$ cat src/rtl/csr_stage.sv
// Machine-mode CSR stage: CSR read/modify/write, ECALL/MRET redirects and
// machine-timer interrupt entry, all results registered for writeback.
module csr_stage #(
  parameter int FMAX_MHz = 27
) (
  input  logic        clk,
  input  logic        rst_n,
  input  logic [63:0] reg_cycle,
  input  logic [63:0] reg_time,
  input  logic [63:0] reg_mtime,
  input  logic [63:0] reg_mtimecmp,
  input  logic        wb_branch_hazard,
  input  logic [2:0]  input_csr_cmd,
  input  logic [31:0] input_op1_data,
  input  logic [31:0] input_imm_i,
  input  logic        input_interrupt_ready,
  input  logic [31:0] if_reg_pc,
  output logic [2:0]  output_csr_cmd,
  output logic [31:0] csr_rdata,
  output logic [31:0] trap_vector,
  output logic        output_stall_flg_may_interrupt
);

  localparam logic [2:0] CMD_NONE  = 3'd0;
  localparam logic [2:0] CMD_W     = 3'd1;
  localparam logic [2:0] CMD_S     = 3'd2;
  localparam logic [2:0] CMD_C     = 3'd3;
  localparam logic [2:0] CMD_ECALL = 3'd4;
  localparam logic [2:0] CMD_MRET  = 3'd5;

  logic        r_mie;
  logic        r_mpie;
  logic        r_mtie;
  logic [31:0] r_mtvec;
  logic [31:0] r_mscratch;
  logic [31:0] r_mepc;
  logic [31:0] r_mcause;
  logic [2:0]  r_out_cmd;
  logic [31:0] r_rdata;
  logic [31:0] r_trap_vector;

  logic [11:0] w_addr;
  logic [2:0]  w_cmd;
  logic        w_timer_hit;
  logic        w_pending;
  logic        w_take_irq;
  logic [31:0] w_old;
  logic [31:0] w_new;
  logic        w_unused;

  assign w_addr      = input_imm_i[11:0];
  assign w_unused    = &{1'b0, input_imm_i[31:12]};
  assign w_timer_hit = (reg_mtime >= reg_mtimecmp);
  assign w_pending   = r_mie & r_mtie & w_timer_hit;
  assign w_take_irq  = w_pending & input_interrupt_ready & (w_cmd == CMD_NONE) & ~wb_branch_hazard;

  // Flushed commands and the undefined encodings 6/7 both behave as NONE.
  always_comb begin
    w_cmd = input_csr_cmd;
    if (wb_branch_hazard || input_csr_cmd > CMD_MRET) begin
      w_cmd = CMD_NONE;
    end
  end

  always_comb begin
    w_old = 32'd0;
    case (w_addr)
      12'h300: w_old = {24'd0, r_mpie, 3'd0, r_mie, 3'd0};
      12'h304: w_old = {24'd0, r_mtie, 7'd0};
      12'h305: w_old = r_mtvec;
      12'h340: w_old = r_mscratch;
      12'h341: w_old = r_mepc;
      12'h342: w_old = r_mcause;
      12'h344: w_old = {24'd0, w_timer_hit, 7'd0};
      12'hC00, 12'hB00: w_old = reg_cycle[31:0];
      12'hC80, 12'hB80: w_old = reg_cycle[63:32];
      12'hC01: w_old = reg_time[31:0];
      12'hC81: w_old = reg_time[63:32];
      12'hFC0: w_old = 32'(FMAX_MHz);
      default: w_old = 32'd0;
    endcase
  end

  always_comb begin
    w_new = w_old;
    case (w_cmd)
      CMD_W:   w_new = input_op1_data;
      CMD_S:   w_new = w_old | input_op1_data;
      CMD_C:   w_new = w_old & ~input_op1_data;
      default: w_new = w_old;
    endcase
  end

  always_ff @(posedge clk) begin
    if (!rst_n) begin
      r_mie         <= 1'b0;
      r_mpie        <= 1'b0;
      r_mtie        <= 1'b0;
      r_mtvec       <= 32'd0;
      r_mscratch    <= 32'd0;
      r_mepc        <= 32'd0;
      r_mcause      <= 32'd0;
      r_out_cmd     <= CMD_NONE;
      r_rdata       <= 32'd0;
      r_trap_vector <= 32'd0;
    end else begin
      case (w_cmd)
        CMD_W, CMD_S, CMD_C: begin
          r_out_cmd <= w_cmd;
          r_rdata   <= w_old;
          // Only the RW addresses latch; read-only and unmapped ones drop the write.
          case (w_addr)
            12'h300: begin
              r_mie  <= w_new[3];
              r_mpie <= w_new[7];
            end
            12'h304: r_mtie     <= w_new[7];
            12'h305: r_mtvec    <= w_new;
            12'h340: r_mscratch <= w_new;
            12'h341: r_mepc     <= w_new;
            12'h342: r_mcause   <= w_new;
            default: ;
          endcase
        end
        CMD_ECALL: begin
          r_out_cmd     <= CMD_ECALL;
          r_rdata       <= 32'd0;
          r_mcause      <= 32'd11;
          r_trap_vector <= r_mtvec;
        end
        CMD_MRET: begin
          r_out_cmd     <= CMD_MRET;
          r_rdata       <= 32'd0;
          r_trap_vector <= r_mepc;
          r_mie         <= r_mpie;
          r_mpie        <= 1'b1;
        end
        default: begin
          r_rdata <= 32'd0;
          if (w_take_irq) begin
            r_out_cmd     <= CMD_ECALL;
            r_mepc        <= if_reg_pc;
            r_mcause      <= 32'h8000_0007;
            r_mpie        <= r_mie;
            r_mie         <= 1'b0;
            r_trap_vector <= r_mtvec;
          end else begin
            r_out_cmd <= CMD_NONE;
          end
        end
      endcase
    end
  end

  assign output_csr_cmd                 = r_out_cmd;
  assign csr_rdata                      = r_rdata;
  assign trap_vector                    = r_trap_vector;
  assign output_stall_flg_may_interrupt = w_pending;

endmodule

$ cat config.mk
export PLATFORM = sky130hd
export DESIGN_NAME = csr_stage
export DESIGN_NICKNAME = d
export VERILOG_FILES = /design/src/rtl/csr_stage.sv
export SDC_FILE = /design/constraint.sdc
export NUM_CORES = 1
export LEC_CHECK = 0
export ABC_AREA = 1
export BUFFER_PORTS_ARGS = -buffer_cell sky130_fd_sc_hd__buf_4
export CAP_MARGIN = 20
export CELL_PAD_IN_SITES_DETAIL_PLACEMENT = 1
export CELL_PAD_IN_SITES_GLOBAL_PLACEMENT = 1
export CORE_ASPECT_RATIO = 0.5
export CORE_MARGIN = 5
export CORE_UTILIZATION = 37
export CTS_CLUSTER_SIZE = 16
export DETAILED_ROUTE_END_ITERATION = 8
export HOLD_SLACK_MARGIN = 0.12
export PLACE_DENSITY_LB_ADDON = 0.1
export SYNTH_ARGS = -nofsm -noshare
export SYNTH_HDL_FRONTEND = slang
export SYNTH_SLANG_ARGS = --single-unit
$ cat constraint.sdc
create_clock -name clk -period 4.2 [get_ports clk]
set_clock_uncertainty 0.05 [all_clocks]
set_input_delay 0.21 -clock clk [delete_from_list [all_inputs] [get_ports clk]]
set_output_delay 0.21 -clock clk [all_outputs]
set_load 0.005 [all_outputs]
==> flow_summary.ini, run 1 <==
[timing]
worstMarginPinSlew_ps = 1038
setup_viol = 0
setup-tns-final_ps = 0
period_needed_ps = 3383
hold_viol = 0
max-slew-margin-rel = 0.3071
period_share = 0.8055
fmax_mhz = 295.6
grt_setup_unrepaired = no
fin_hold_ws_ps = 143.3
maxSlewViolCount = 0

[worst_setup_path]
timing.rr.start = r_mepc[26]$_SDFFE_PN0P_
r2r_setup_slack_ps = 1770
startpoint = input_imm_i[8]
critical_path_arrival_ps = 3750
path_delay_family = buffers and inverters
worst_path_max_delay_cell = inv_1
crit_fanout = 22
worstPathCellList = buf_4 > nor2_1 > nand3_1 > nand2_1 > buf_4 > nand3_1 > inv_1 > a21oi_1 > dlygate4sd3_1 > nand3_1 > o21ai_1 > nand2_1 > a21oi_1 > dlygate4sd3_1 > a21oi_1
worst_setup_path_start_kind = input pin
worst-path-stages = 15
rr_worst_depth = 10
path_class = in -> reg
crit_buf_inv = 5
critPathRequiredTime_ps = 4560
critPathCaptureType = register
crit_path_max_incr_delay_ps = 770

[die]
initial_core_util = 0.3789
die_h_microns = 138.0
pin_count = 427
core_sq_um = 32000
die_w_microns = 266.0
rows = 46
die_area_sq_um = 36710

[yosys]
synthArstFlopShare = 0
ys.flop_type = dfxtp_1
ys_top_cells_by_area = dfxtp_1 (33%), a21oi_1 (11%), nand2_1 (11%)
yosysTopAreaCellShare = 0.3269
ys_ff_latch = 198
synth.avg_cell_area_sq_um = 6.481
ys_types = 43
synth_top_family_by_area = compound AO/OA/AOI/OAI gates
synth_nets = 2294
synth_edf_count = 0
synth_top_area_cell = dfxtp_1
synth_cells = 1871
synthSimpleGateAreaFrac = 0.2015
synthXorXnorAreaFrac = 0
synth-adder-area-share = 0.06604
synthMuxAreaShare = 0
netlist_area_sq_um = 12130
synth_compound_area_frac = 0.2597
yosysWarnings = 0
ys_seq_area_frac = 0.3269

[job]
cap_viol_max_count = 0

[power_and_ir_drop]
totalPowerFinal_mw = 4.519
vdd_drop_max_mv = 0.1781
powerDensity_nw_per_um2 = 262.8
power_leakage_nw = 8.803

[detailed_routing]
drt_iter0_drc = 861
wl_per_cell_microns = 20.29
first_pass_iters = 5
via_per_inst = 5.289
vias = 14750
route.detailed.drc = 0
drtAntennaViolNets = 0
wl_microns = 56580

[global_route]
grt_usage = 0.2971
grt_max_degree = 74
grt_pass1_vias = 15430
grt_pass1_wl_microns = 86480
grt-ovfl-total = 0
antenna_found_initial = 3

[final_layout]
nFillCells = 4255
final_nets = 2764
multi_input_comb_area_sq_um = 6411
syn2layout_area_growth_pct = 41.80
drive_above_1_share = 0.2172
final-seq-area_sq_um = 3964
fin_util = 0.5373

[clocking]
ctsLongestPathBuffers = 2
numCtsBuffers = 17
clk_pin_slew_worst_paths_ps = 80
htreeDepth = 4
cts-root-buf = clkbuf_16
clock_latency_ps = 470
cts_tree = built
cts.sinks = 198

[status]
status = finished, final reports clean

[placed_design]
hpwlAfterDp_microns = 38610
io_buffer_count = 406
gp_congestion = 0.8762

[worst_hold_path]
hold_path_class = in -> reg
hold_depth = 7
min-delay-start = reg_time[36]
state kept, by name, indices dropped and copies added (netlist names):
register and cells:
output_csr_cmd 3, r_mpie 1, r_mcause 32, r_mtie 1
r_mscratch 32, trap_vector 32, r_mtvec 32, r_mie 1
r_mepc 32, csr_rdata 32
where the power goes:
group,switching [mW],internal [mW]
Sequential,0.0227,1.93
Clock,0.810,0.908
Combinational,0.436,0.415
routing by layer:
metal,wire length (microns),part of all wire,track usage,vias up
met4,2352,0.042,0.1288,0
met1,23470,0.41,0.3626,7095
met2,27540,0.49,0.5215,495
li1,-,-,-,7021
met5,0,0,0,-
met3,3218,0.057,0.04538,134
tightest hold or removal path: stages:
cell       delay (ps)
buf_4              80
nand2_1            60
o2111ai_1          70
a21oi_1            50
nand4_1            60
nand2_1            50
inv_1              50
repair_timing:
| item | CTS | global route |
|---|---|---|
| resized for setup | 0 | 0 |
| hold endpoints to repair | 98 | 0 |
| buffers inserted | 0 | 0 |
| hold buffers | 117 | 0 |
synth_stat cells (2+ instances only):
library cell,n
a21oi_1,276
nor2_2,8
o211ai_1,9
nor3_1,4
nand4_1,13
inv_1,326
o22ai_1,32
buf_2,30
nor3b_1,5
buf_1,4
buf_6,8
o221ai_1,11
nand3_1,70
nor2_4,4
inv_2,16
nor4_1,2
o21ai_1,37
ha_1,64
dfxtp_1,198
clkbuf_1,42
a21o_1,3
nor3_2,4
buf_4,8
nand2_2,11
nor2_1,104
nand2_1,345
o21ai_0,219
o21a_1,3
cells in the final DEF, fill, tap and decap left out, types with 32 or more instances in the layout:
master	instances
dlygate4sd3_1	117
buf_4	424
a21oi_1	276
o22ai_1	32
ha_1	64
o21ai_0	219
dfxtp_1	198
o21ai_1	37
nand2_1	343
nor2_1	103
inv_1	324
nand3_1	70
cell type report:
type | count | share of cell area
Antenna cell | 3 | 0.0004366
Sequential cell | 198 | 0.2305
Multi-Input combinational cell | 1237 | 0.3729
Clock inverter | 11 | 0.007277
Timing Repair Buffer | 543 | 0.2556
Inverter | 344 | 0.07532
Clock buffer | 20 | 0.02656
Tap cell | 432 | 0.03144
cell families (layout without fill, tap and decap cells):
| logic type | count (synthesis) | in the layout |
|---|---|---|
| AND/OR/NAND/NOR | 575 | 575 |
| flip-flops | 198 | 198 |
| AO/OA/AOI/OAI | 598 | 598 |
| other | 0 | 3 |
| adder cells (fa/ha/maj) | 64 | 64 |
| buffers and inverters | 436 | 918 |
final timing paths:
check | endpoint
max | r_mepc[26]$_SDFFE_PN0P_
min | csr_rdata[4]$_SDFF_PN0_
max reg2reg | r_mepc[26]$_SDFFE_PN0P_
min reg2reg | r_mcause[17]$_SDFFE_PN0P_
stage by stage:
stage / setup slack [ps] / cells / instance area, sq um
floorplan: 2203 / 1871 / 12130
global placement: 1255 / 2636 / 15410
detailed placement: 1131 / 2636 / 15410
CTS: 992.2 / 2784 / 17170
global route: 662.0 / 2788 / 17190
finish: 816.8 / 2788 / 17190
Note: power is estimated with default switching activity, not from simulation.
==> run 2, diff against run 1 <==
--- a/config.mk
+++ b/config.mk
@@ -5,14 +5,14 @@
 export SDC_FILE = /design/constraint.sdc
 export NUM_CORES = 1
 export LEC_CHECK = 0
-export ABC_AREA = 1
+export ABC_AREA = 0
 export BUFFER_PORTS_ARGS = -buffer_cell sky130_fd_sc_hd__buf_4
 export CAP_MARGIN = 20
 export CELL_PAD_IN_SITES_DETAIL_PLACEMENT = 1
 export CELL_PAD_IN_SITES_GLOBAL_PLACEMENT = 1
 export CORE_ASPECT_RATIO = 0.5
 export CORE_MARGIN = 5
-export CORE_UTILIZATION = 37
+export CORE_UTILIZATION = 36
 export CTS_CLUSTER_SIZE = 16
 export DETAILED_ROUTE_END_ITERATION = 8
 export HOLD_SLACK_MARGIN = 0.12
==> constraint.sdc (replaced) <==
create_clock -name clk -period 3.5 [get_ports clk]
set_clock_uncertainty 0.05 [all_clocks]
set_input_delay 0.175 -clock clk [delete_from_list [all_inputs] [get_ports clk]]
set_output_delay 0.175 -clock clk [all_outputs]
set_load 0.005 [all_outputs]
==> run 2 against run 1 <==
Utilization increased by 0.28 points. Clock-buffer cell count increased by 6. Sequential power increased by 18%. Final cell count decreased by 18%. Register-to-register slack got worse by 850 ps. Cell area decreased by 4.0%. Synthesized cell count decreased by 26%. Sequential share of layout area increased by 0.95 points. Critical path type unchanged. Critical endpoint unchanged. Largest power group unchanged.
==> flow_summary.ini, run 2 <==
[global_route]
grt_pass1_vias = 14520
grt_max_degree = 75
antenna_found_initial = 5
grt-ovfl-total = 0
grt_pass1_wl_microns = 83900
grt_usage = 0.3037

[worst_setup_path]
worst_setup_path_start_kind = input pin
critPathCaptureType = register
critPathRequiredTime_ps = 3830
worstPathCellList = buf_4 > or4_4 > a2111oi_4 > buf_4 > buf_4 > a222oi_1 > dlygate4sd3_1 > nor2b_1 > nor3_1 > a21oi_1 > a211o_1 > a31oi_1
r2r_setup_slack_ps = 920
path_class = in -> reg
crit_fanout = 23
critical_path_arrival_ps = 3560
cpMostUsedCell = buf_4
crit_path_max_incr_delay_ps = 620
worst_path_max_delay_cell = or4_4

[timing]
hold_viol = 0
fmax_mhz = 309.4
grt_setup_unrepaired = no
setup-tns-final_ps = 0
setup_viol = 0
worstMarginPinSlew_ps = 959.6
maxSlewViolCount = 0
max-slew-margin-rel = 0.3535
period_share = 0.9234
period_needed_ps = 3232

[detailed_routing]
vias = 13780
first_pass_iters = 7
wl_per_cell_microns = 24.60
wl_microns = 56020
route.detailed.drc = 0
via_per_inst = 6.050
drt_iter0_drc = 1260
drtAntennaViolNets = 0

[clocking]
htreeDepth = 4
clock_latency_ps = 460
holdBufCountCts = 104
post_cts_buffers = 0
clk_pin_slew_worst_paths_ps = 70
cts_tree = built
cts_resized = 0
ctsLongestPathBuffers = 2
cts.sinks = 198
cts-root-buf = clkbuf_16
numCtsBuffers = 17

[power_and_ir_drop]
totalPowerFinal_mw = 5.438
powerDensity_nw_per_um2 = 329.3
vdd_drop_max_mv = 0.2229
power_leakage_nw = 6.581

[yosys]
yosysTopAreaCellShare = 0.3518
synth_top_area_cell = dfxtp_1
ys_types = 66
synth_cells = 1381
ys_seq_area_frac = 0.3518
ys_top_cells_by_area = dfxtp_1 (35%), a211oi_1 (7.7%), ha_1 (7.1%)
ys.flop_type = dfxtp_1
yosysMostFrequentCell = dfxtp_1
netlist_area_sq_um = 11270
synth.avg_cell_area_sq_um = 8.158
synth_edf_count = 0
synthArstFlopShare = 0
yosysWarnings = 0
synth_common_cells = dfxtp_1 (198), nor2_1 (149), nand2_1 (139)
ys_ff_latch = 198
synth_nets = 1804

[die]
core_sq_um = 30570
die_w_microns = 260.2
rows = 45
die_area_sq_um = 35150
pin_count = 427
die_h_microns = 135.1
initial_core_util = 0.3685

[final_layout]
fin_util = 0.5401
nFillCells = 3639
final_common_cell = buf_4
drive_above_1_share = 0.2785
multi_input_comb_area_sq_um = 6539
final_cell_mix = buf_4 (440), dfxtp_1 (198), nor2_1 (148)
syn2layout_area_growth_pct = 46.57
final-seq-area_sq_um = 3964
final_nets = 2259

[job]
cap_viol_max_count = 0

[placed_design]
io_buffer_count = 406
gp_congestion = 0.8519
hpwlAfterDp_microns = 37870

[status]
status = finished, final reports clean

[worst_hold_path]
hold_path_class = in -> reg
==> run 2: changes by cell type after synthesis, moves of 45 or more <==
cell	delta
o21ai_0	-197
nor3_1	+94
a222oi_1	+52
nor2_1	+45
a211oi_1	+115
nand2_1	-206
inv_1	-252
a21oi_1	-207
==> run 2: cell type report <==
type                    count  area share
well taps                 423     0.03205
repair buffers            553      0.2740
multi-input cells         990      0.3960
flip-flops and latches    198      0.2401
clock inverters             6    0.008259
clock buffers              26     0.03145
diodes                      5   0.0007577
inverters                  76     0.01743
==> run 2: through the flow <==
step | setup slack, ps | hold WS, ps | instances | area (sq um)
2_1_floorplan | 672.4 | 339.2 | 1381 | 11270
3_3_place_gp | 229.1 | 396.4 | 2136 | 14800
3_5_place_dp | 104.8 | 408.4 | 2136 | 14800
4_1_cts | 388.1 | 120.4 | 2272 | 16500
5_1_grt | 158.7 | 133.5 | 2277 | 16510
6_report | 268.0 | 137.0 | 2277 | 16510
==> run 2: worst paths after layout <==
check	from	to	cells after the start
min	input_op1_data[9]	r_mcause[9]$_SDFFE_PN0P_	3
max reg2reg	r_mpie$_SDFFE_PN0P_	r_mepc[7]$_SDFFE_PN0P_	8
max	input_imm_i[2]	r_mepc[26]$_SDFFE_PN0P_	12
min reg2reg	r_mcause[4]$_SDFFE_PN0P_	r_mcause[4]$_SDFFE_PN0P_	2
==> run 2: cells by family (layout without fill, tap and decap cells) <==
group                    Yosys count  after routing  synth area share
AND/OR/NAND/NOR                  504            504            0.2143
AO/OA/AOI/OAI                    413            413            0.2827
flip-flops                       198            198            0.3518
buffers and inverters            193            661           0.07219
adder cells (fa/ha/maj)           64             64           0.07108
multiplexers                       8              8          0.007108
XOR/XNOR                           1              1         0.0007776
other                              0              5                 0
==> run 2: per-layer routing <==
metal	wire [microns]	vias to the layer above	part of all wire	GRT usage
met5	0	-	0	0
met4	1942	0	0.035	0.1383
met3	4070	138	0.073	0.05549
met2	27620	632	0.49	0.5407
met1	22390	6868	0.40	0.3587
li1	-	6138	-	-
==> run 2: worst max-delay path, delay by kind of cell <==
kind | cells | cell delay, ps
AOI/OAI and AO/OA | 5 | 1040
buffers and inverters | 4 | 1340
and+or+nand+nor | 3 | 950
==> run 2: report_power, final <==
group          leakage, nW  switching [mW]  internal (mW)
sequential            1.60          0.0209           2.28
clock                0.317           0.919           1.32
combinational         4.67           0.438          0.466
